File: config.mk
export PLATFORM = sky130hd
export DESIGN_NAME = mem_wb_stage
export DESIGN_NICKNAME = d
export VERILOG_FILES = /design/src/rtl/mem_wb_stage.sv
export SDC_FILE = /design/constraint.sdc
export NUM_CORES = 1
export LEC_CHECK = 0
export CELL_PAD_IN_SITES_DETAIL_PLACEMENT = 1
export CELL_PAD_IN_SITES_GLOBAL_PLACEMENT = 1
export CORE_AREA = 2 2 117 119
export CTS_CLUSTER_SIZE = 25
export DETAILED_ROUTE_END_ITERATION = 7
export DIE_AREA = 0 0 119 121
export DONT_BUFFER_PORTS = 1
export PLACE_DENSITY = 0.71
export RECOVER_POWER = 50
export REMOVE_ABC_BUFFERS = 1
export SYNTH_ARGS = -nofsm -noshare
export SYNTH_HDL_FRONTEND = slang
export SYNTH_SLANG_ARGS = --single-unit
export TNS_END_PERCENT = 5
File: constraint.sdc
create_clock -name Clk -period 2.9 [get_ports Clk]
set_clock_uncertainty 0.15 [all_clocks]
set_input_delay 0.435 -clock Clk [delete_from_list [all_inputs] [get_ports Clk]]
set_output_delay 0.435 -clock Clk [all_outputs]
set_load 0.01 [all_outputs]
File: src/rtl/mem_wb_stage.sv
`default_nettype none
// ============================================================================
// Module   : mem_wb_stage
// Brief    : Memory-access / write-back stage: one req/ack data-memory
//            transaction (or none), then a single-cycle register-file write.
// Revision : 1.0
// ============================================================================
module mem_wb_stage #(
    parameter int TIMEOUT_CYC = 15
) (
    input  logic        Clk,
    input  logic        Reset,
    input  logic        Start,
    input  logic [1:0]  Op,
    input  logic [31:0] ALU_out,
    input  logic [31:0] RF_B,
    input  logic [4:0]  Rd,
    output logic        MEM_req,
    output logic        MEM_we,
    output logic [31:0] MEM_addr,
    output logic [31:0] MEM_wdata,
    input  logic [31:0] MEM_rdata,
    input  logic        MEM_ack,
    output logic        RF_WrEn,
    output logic [4:0]  RF_Awr,
    output logic [31:0] RF_WrData,
    output logic        Busy,
    output logic        Done,
    output logic        Error
);

    typedef enum logic [1:0] {
        IDLE = 2'd0,
        REQ  = 2'd1,
        WB   = 2'd2,
        FIN  = 2'd3
    } state_t;

    localparam logic [1:0] c_OP_ALU = 2'b00;
    localparam logic [1:0] c_OP_LW  = 2'b01;
    localparam logic [1:0] c_OP_LB  = 2'b10;
    localparam logic [1:0] c_OP_SW  = 2'b11;
    localparam logic [7:0] c_TIMEOUT = 8'(TIMEOUT_CYC);

    state_t      r_state, w_state;
    logic [1:0]  r_op, w_op;
    logic [31:0] r_addr, w_addr;
    logic [31:0] r_wdata, w_wdata;
    logic [4:0]  r_rd, w_rd;
    logic [31:0] r_result, w_result;
    logic [7:0]  r_cnt, w_cnt;
    logic        r_err, w_err;
    logic [7:0]  w_byte;

    // Little-endian lane select for byte loads.
    always_comb begin
        w_byte = MEM_rdata[7:0];
        case (r_addr[1:0])
            2'b00:   w_byte = MEM_rdata[7:0];
            2'b01:   w_byte = MEM_rdata[15:8];
            2'b10:   w_byte = MEM_rdata[23:16];
            default: w_byte = MEM_rdata[31:24];
        endcase
    end

    always_comb begin
        w_state  = r_state;
        w_op     = r_op;
        w_addr   = r_addr;
        w_wdata  = r_wdata;
        w_rd     = r_rd;
        w_result = r_result;
        w_cnt    = r_cnt;
        w_err    = r_err;
        case (r_state)
            IDLE: begin
                if (Start) begin
                    w_op    = Op;
                    w_addr  = ALU_out;
                    w_wdata = RF_B;
                    w_rd    = Rd;
                    w_cnt   = 8'd0;
                    w_err   = 1'b0;
                    if (Op == c_OP_ALU) begin
                        w_result = ALU_out;
                        w_state  = WB;
                    end else if ((Op == c_OP_LW || Op == c_OP_SW) && ALU_out[1:0] != 2'b00) begin
                        w_err   = 1'b1;
                        w_state = FIN;
                    end else begin
                        w_state = REQ;
                    end
                end
            end
            REQ: begin
                // Ack is checked first so it wins over a same-cycle timeout.
                if (MEM_ack) begin
                    case (r_op)
                        c_OP_LW: begin
                            w_result = MEM_rdata;
                            w_state  = WB;
                        end
                        c_OP_LB: begin
                            w_result = {24'd0, w_byte};
                            w_state  = WB;
                        end
                        default: w_state = FIN;
                    endcase
                end else begin
                    w_cnt = r_cnt + 8'd1;
                    if (r_cnt + 8'd1 == c_TIMEOUT) begin
                        w_err   = 1'b1;
                        w_state = FIN;
                    end
                end
            end
            WB: w_state = FIN;
            default: begin
                w_err   = 1'b0;
                w_state = IDLE;
            end
        endcase
    end

    always_ff @(posedge Clk) begin
        if (!Reset) begin
            r_state  <= IDLE;
            r_op     <= 2'd0;
            r_addr   <= 32'd0;
            r_wdata  <= 32'd0;
            r_rd     <= 5'd0;
            r_result <= 32'd0;
            r_cnt    <= 8'd0;
            r_err    <= 1'b0;
        end else begin
            r_state  <= w_state;
            r_op     <= w_op;
            r_addr   <= w_addr;
            r_wdata  <= w_wdata;
            r_rd     <= w_rd;
            r_result <= w_result;
            r_cnt    <= w_cnt;
            r_err    <= w_err;
        end
    end

    assign MEM_req   = (r_state == REQ);
    assign MEM_we    = (r_state == REQ) && (r_op == c_OP_SW);
    assign MEM_addr  = r_addr;
    assign MEM_wdata = r_wdata;
    assign RF_WrEn   = (r_state == WB) && (r_rd != 5'd0);
    assign RF_Awr    = r_rd;
    assign RF_WrData = r_result;
    assign Busy      = (r_state != IDLE);
    assign Done      = (r_state == FIN);
    assign Error     = (r_state == FIN) && r_err;

endmodule
`default_nettype wire

### Yosys cells after proc, flatten, opt, wreduce, memory -nomap -nowiden

Cells that the tools add are included.
W data, S select, Z words.

* output and inout bits: 107
* input bits: 107
* bits in registers: 114
* logic and storage cells: 68

* bitwise gates (word level): 1
* reduce and logical (&&, ||, !) cells: 18
* add/subtract/negate cells: 1
* muxes and demuxes: 22
* eq/ne operators: 18

Operators by type and width (number)
* $pmux W32 S2: 2
* $mux W32: 3
* $pmux W8 S3: 1
* $mux W8: 2
* $pmux W8 S2: 1
* $eq A2 B2 Y1 const B: 6
* $mux W2: 5
* $add A8 B1 Y8 const B: 1
* $eq A2 B1 Y1 const B: 4
* $eq A8 B4 Y1 const B: 1
* $logic_not A2 Y1: 3
* $mux W1: 6
* $ne A2 B2 Y1 const B: 3
* $ne A3 B1 Y1 const B: 2
* $pmux W2 S3: 1
* $reduce_bool A2 Y1: 3
* $reduce_and A5 Y1: 1
* $reduce_bool A5 Y1: 1
* $logic_and A1 B1 Y1: 4
* $ne A2 B1 Y1 const B: 2
* $reduce_and A2 Y1: 2
* $reduce_and A4 Y1: 1
* $pmux W1 S3: 1
* $reduce_and A3 Y1: 1
* other kinds (3): 3

### Longest topological paths before layout

Gate-level depths: netlist of the first run.

* word-level depth: 7
* gate-level depth with buffers: 9
* mapped depth without buffers: 7

### Least setup slack after synthesis of the first run

No wires, ideal clock.

* path type: register -> register
* start point: reg r_state[1]
* end point: reg r_result[22], in the netlist RF_WrData[22]
* arrival: 1.886 ns
* clock period less this slack: 2.153 ns
* stages on the path, launching flop included: 9
* setup slack: 0.747 ns
* setup time: 0.116 ns
* buffers on the path: 2
* required time: 2.634 ns
* cell sequence: dfxtp_1 -> inv_1 -> ha_1 -> nor2b_1 -> clkbuf_1 -> a2111oi_4 -> buf_2 -> nand2_1 -> o211a_1

* longest elaborated chain between the ends: 3
* elaborated cells between the ends (all ways): 9
* those cells by class: eq/ne: 5; mux: 1; reduce/logical: 3

Ends and longest elaborated chain
* start: declaration: line 45 `state_t r_state, w_state;`
* start signal: assignment: line 136 `r_state <= w_state;`
* $eq A2 B1 Y1 (*)
* named net MEM_req: line 18 `output logic MEM_req,`
* $ne A3 B1 Y1 (no source line) (tied with other cells)
* $reduce_and A5 Y1 (no source line)
* end signal: assignment: line 141 `r_result <= w_result;`
* end: declaration: line 50 `logic [31:0] r_result, w_result;`

Mark *: on every way through the listed nets, which the timed path passes. The rest lies on a longest branch.
A chain may end at the register's enable or synchronous reset.

### Worst setup path after layout of the first run

* start point: reg r_state[1]
* end point: reg r_cnt[4]

* longest elaborated chain between the ends: 3
* elaborated cells between the ends (all ways): 7
* those cells by class: eq/ne: 3; mux: 1; reduce/logical: 3

Ends and longest elaborated chain
* $eq A2 B1 Y1 / $logic_not A2 Y1 (equally long branches): line 75 `case (r_state)`
* $ne A2 B2 Y1 (no source line) / $reduce_bool A2 Y1 (equally long branches)
* $reduce_and A3 Y1 (no source line)
* end signal: assignment: line 142 `r_cnt <= w_cnt;`
* end: declaration: line 51 `logic [7:0] r_cnt, w_cnt;`

Parallel ways exist; a longest one is shown, timed or not.

==> results of run 1 <==
## metal layers
metal	routed length (um)	track usage (%)	up-vias	part of all wire, %
li1	-	-	2085	-
met1	6450	24.6	2129	40
met2	8210	39.8	154	51
met3	1240	8.93	18	7.7
met4	313	8.18	0	1.9
met5	0	0	-	0
## layout make-up
class / count / area [um^2]
Timing Repair Buffer: 12 / 118
Clock buffer: 23 / 498
Fill cell: 1525 / 7130
Tap cell: 176 / 220
Multi-Input combinational cell: 443 / 2670
Clock inverter: 9 / 126
Sequential cell: 114 / 2280
Inverter: 10 / 37.5
## sequential cells by signal, indices dropped and copies added (netlist names)
| signal | count |
|---|---|
| r_state | 2 |
| MEM_addr | 32 |
| RF_WrData | 32 |
| r_cnt | 8 |
| MEM_wdata | 32 |
| r_op | 2 |
| r_err | 1 |
| RF_Awr | 5 |
## power breakdown
group / switching, mW / internal, mW
registers: 0.435 / 1.92
clock network: 0.716 / 1.46
logic: 1.07 / 0.615
total: 2.22 / 3.99
## cell usage after synthesis, drive strengths merged (4+ instances only)
master and instances:
nand2 190, dfxtp 114, a21boi 76, clkbuf 38, o211a 26, a22oi 23
o21ai 21, nor2 14, buf 10, inv 10, ha 9, nor2b 9
a21oi 6, a31oi 6, mux2i 6, nand3 6, o21a 4
## worst max-delay path: cells and delay by family (launching register included)
family,cells,cell delay [ps]
AOI/OAI and AO/OA,1,220
adders and majority gates,1,350
buffers and inverters,1,90
DFF,1,340
and+or+nand+nor,3,1260
## cell families (layout without fill, tap and decap cells)
family	Yosys count	after routing	synth area share (%)
and+or+nand+nor	237	237	18.7
AOI/OAI and AO/OA	182	182	27.0
DFF	114	114	44.1
buffers and inverters	58	54	4.45
muxes	12	12	3.12
adders and majority gates	9	9	2.18
xor gates and xnor gates	3	3	0.508
## worst paths after layout
check	end	slack, ps	cells after the start
setup / recovery	r_cnt[4]$_SDFFE_PN0P_	400	6
hold reg to reg	r_cnt[7]$_SDFFE_PN0P_	360	2
hold / removal	MEM_wdata[26]$_SDFFE_PN0P_	20	2
setup reg to reg	r_cnt[4]$_SDFFE_PN0P_	400	6
## through the flow
stage,setup TNS [ps],power [mW],hold WS (ps)
6_report,0,6.21,20.1
5_1_grt,0,6.58,5.94
4_1_cts,0,6.29,1.12
3_5_place_dp,0,4.09,344
3_3_place_gp,0,3.97,302
2_1_floorplan,-20020,3.45,291
==> results by group, run 1 <==
Drt
  • Drt initial violations: 273
  • Detail Route Antenna Nets: 0
  • TritonRoute pass-1 iters: 4
  • Via Count: 4386
  • Routed wire length: 16200 um
  • Routed wire per std cell: 20.6 um
  • Avg Vias per Cell: 5.57
  • Drt drc: 0

Min path
  • HP Class: input port to register
  • Worst Min Path Start: RF_B[26]

Critical path
  • Worst Path Required: 3070 ps
  • CP arrival: 2670 ps
  • CP startpoint: r_state[1]$_SDFFE_PN0P_
  • CP Cell Sequence: inv_1 -> ha_1 -> nor2b_1 -> nand2_1 -> or3_1 -> a21boi_0
  • R2R Path Start: r_state[1]$_SDFFE_PN0P_
  • Worst Setup Path Type: register to register
  • Startpoint Class: register
  • Crit-path max cell delay: 550 ps
  • Crit path capture type: register
  • Crit path max-delay cell type: nor2b_1
  • Crit path max fanout: 11

Global route
  • Initial antenna violation count: 0
  • Total gr overflow: 0
  • Pin count of the biggest net entering global routing: 115
  • First-pass GRT wire length: 25200 um
  • Vias in the first global route: 4594
  • All-Layer GR Usage: 22.6%

Yosys
  • Syn Inst Count: 615
  • Synth unique cells: 42
  • Top cell type's share of synthesized area: 44.1%
  • Async set-reset flop share out of synthesis: 0%
  • Ys flop type: dfxtp_1
  • Post-synth EDFFs: 0
  • Post-Syn Area per Cell: 8.42 um^2
  • Post-Synthesis Cell Area: 5180 um^2
  • Top cells by area, synth: dfxtp_1, nand2_1, a21boi_0
  • Seq/Total Area, Yosys: 44.1%
  • Leading area contributor after synthesis: dfxtp_1
  • Yosys warnings: 0
  • Register bit total from synthesis: 114

Floorplanning
  • Ports: 214
  • Starting Density: 39.6%
  • Die area: 14400 um^2
  • Die height: 121 um
  • Core area: 13100 um^2
  • FP Rows: 42
  • Die width: 119 um

Final layout
  • Layout area overhead: 15.0%
  • Util after Layout: 45.5%
  • Most frequent cells in the layout: nand2_1, dfxtp_1, a21boi_0
  • Post-route insts no fill: 787
  • Most common cell after layout, fill and taps aside: nand2_1
  • Design area: 5950 um^2
  • Final nets: 714
  • Layout cells sized above 1: 8.35%
  • # diodes: 0

Timing
  • Worst-Margin Slew: 797 ps
  • Final Hold Fails: 0
  • Period minus WS final: 2500 ps
  • Final Slew Violations: 0
  • Final setup margin: 398 ps
  • Final period util: 86.3%
  • Setup violations, final: 0
  • RSZ-0062 raised after global routing: no
  • Max_slew headroom: 46.9%
  • F_max: 0.400 GHz

Place
  • Placed Cells: 753
  • Post-DP Area: 5310 um^2
  • Pre-CTS WS: 405 ps
  • Final HPWL DP: 11100 um
  • IO buf count: 0
  • RD Place Congestion: 0.889

Power
  • Worst VDD drop: 0.871 mV
  • Lkg Pwr: 2.46 nW
  • Pwr dens: 1040 nW/um^2

CTS
  • H-tree depth: 4
  • Maximum root-to-sink buffer count: 2
  • CTS Hold Bufs: 2
  • Clock net sink count: 114
  • Post-CTS setup buffer count: 0
  • Cts bufs inserted: 17
  • Root Driver: clkbuf_16
  • CTS tree: done
  • Clock slew at reported path FFs: 50 ps
  • Later-pin clock latency in the skew report: 410 ps
  • PostCTS Resize Cnt: 0

Flow run
  • Max Cap Viol: 0

Outcome
  • Status: completed
(Power assumes the default switching activity.)
==> inputs of run 2 (changes only) <==
--- a/config.mk
+++ b/config.mk
@@ -8,7 +8,7 @@
 export CELL_PAD_IN_SITES_DETAIL_PLACEMENT = 1
 export CELL_PAD_IN_SITES_GLOBAL_PLACEMENT = 1
 export CORE_AREA = 2 2 117 119
-export CTS_CLUSTER_SIZE = 25
+export CTS_CLUSTER_SIZE = 40
 export DETAILED_ROUTE_END_ITERATION = 7
 export DIE_AREA = 0 0 119 121
 export DONT_BUFFER_PORTS = 1
==> results of run 2 <==
Final layout, timing and power as in run 1 (identical DEF).
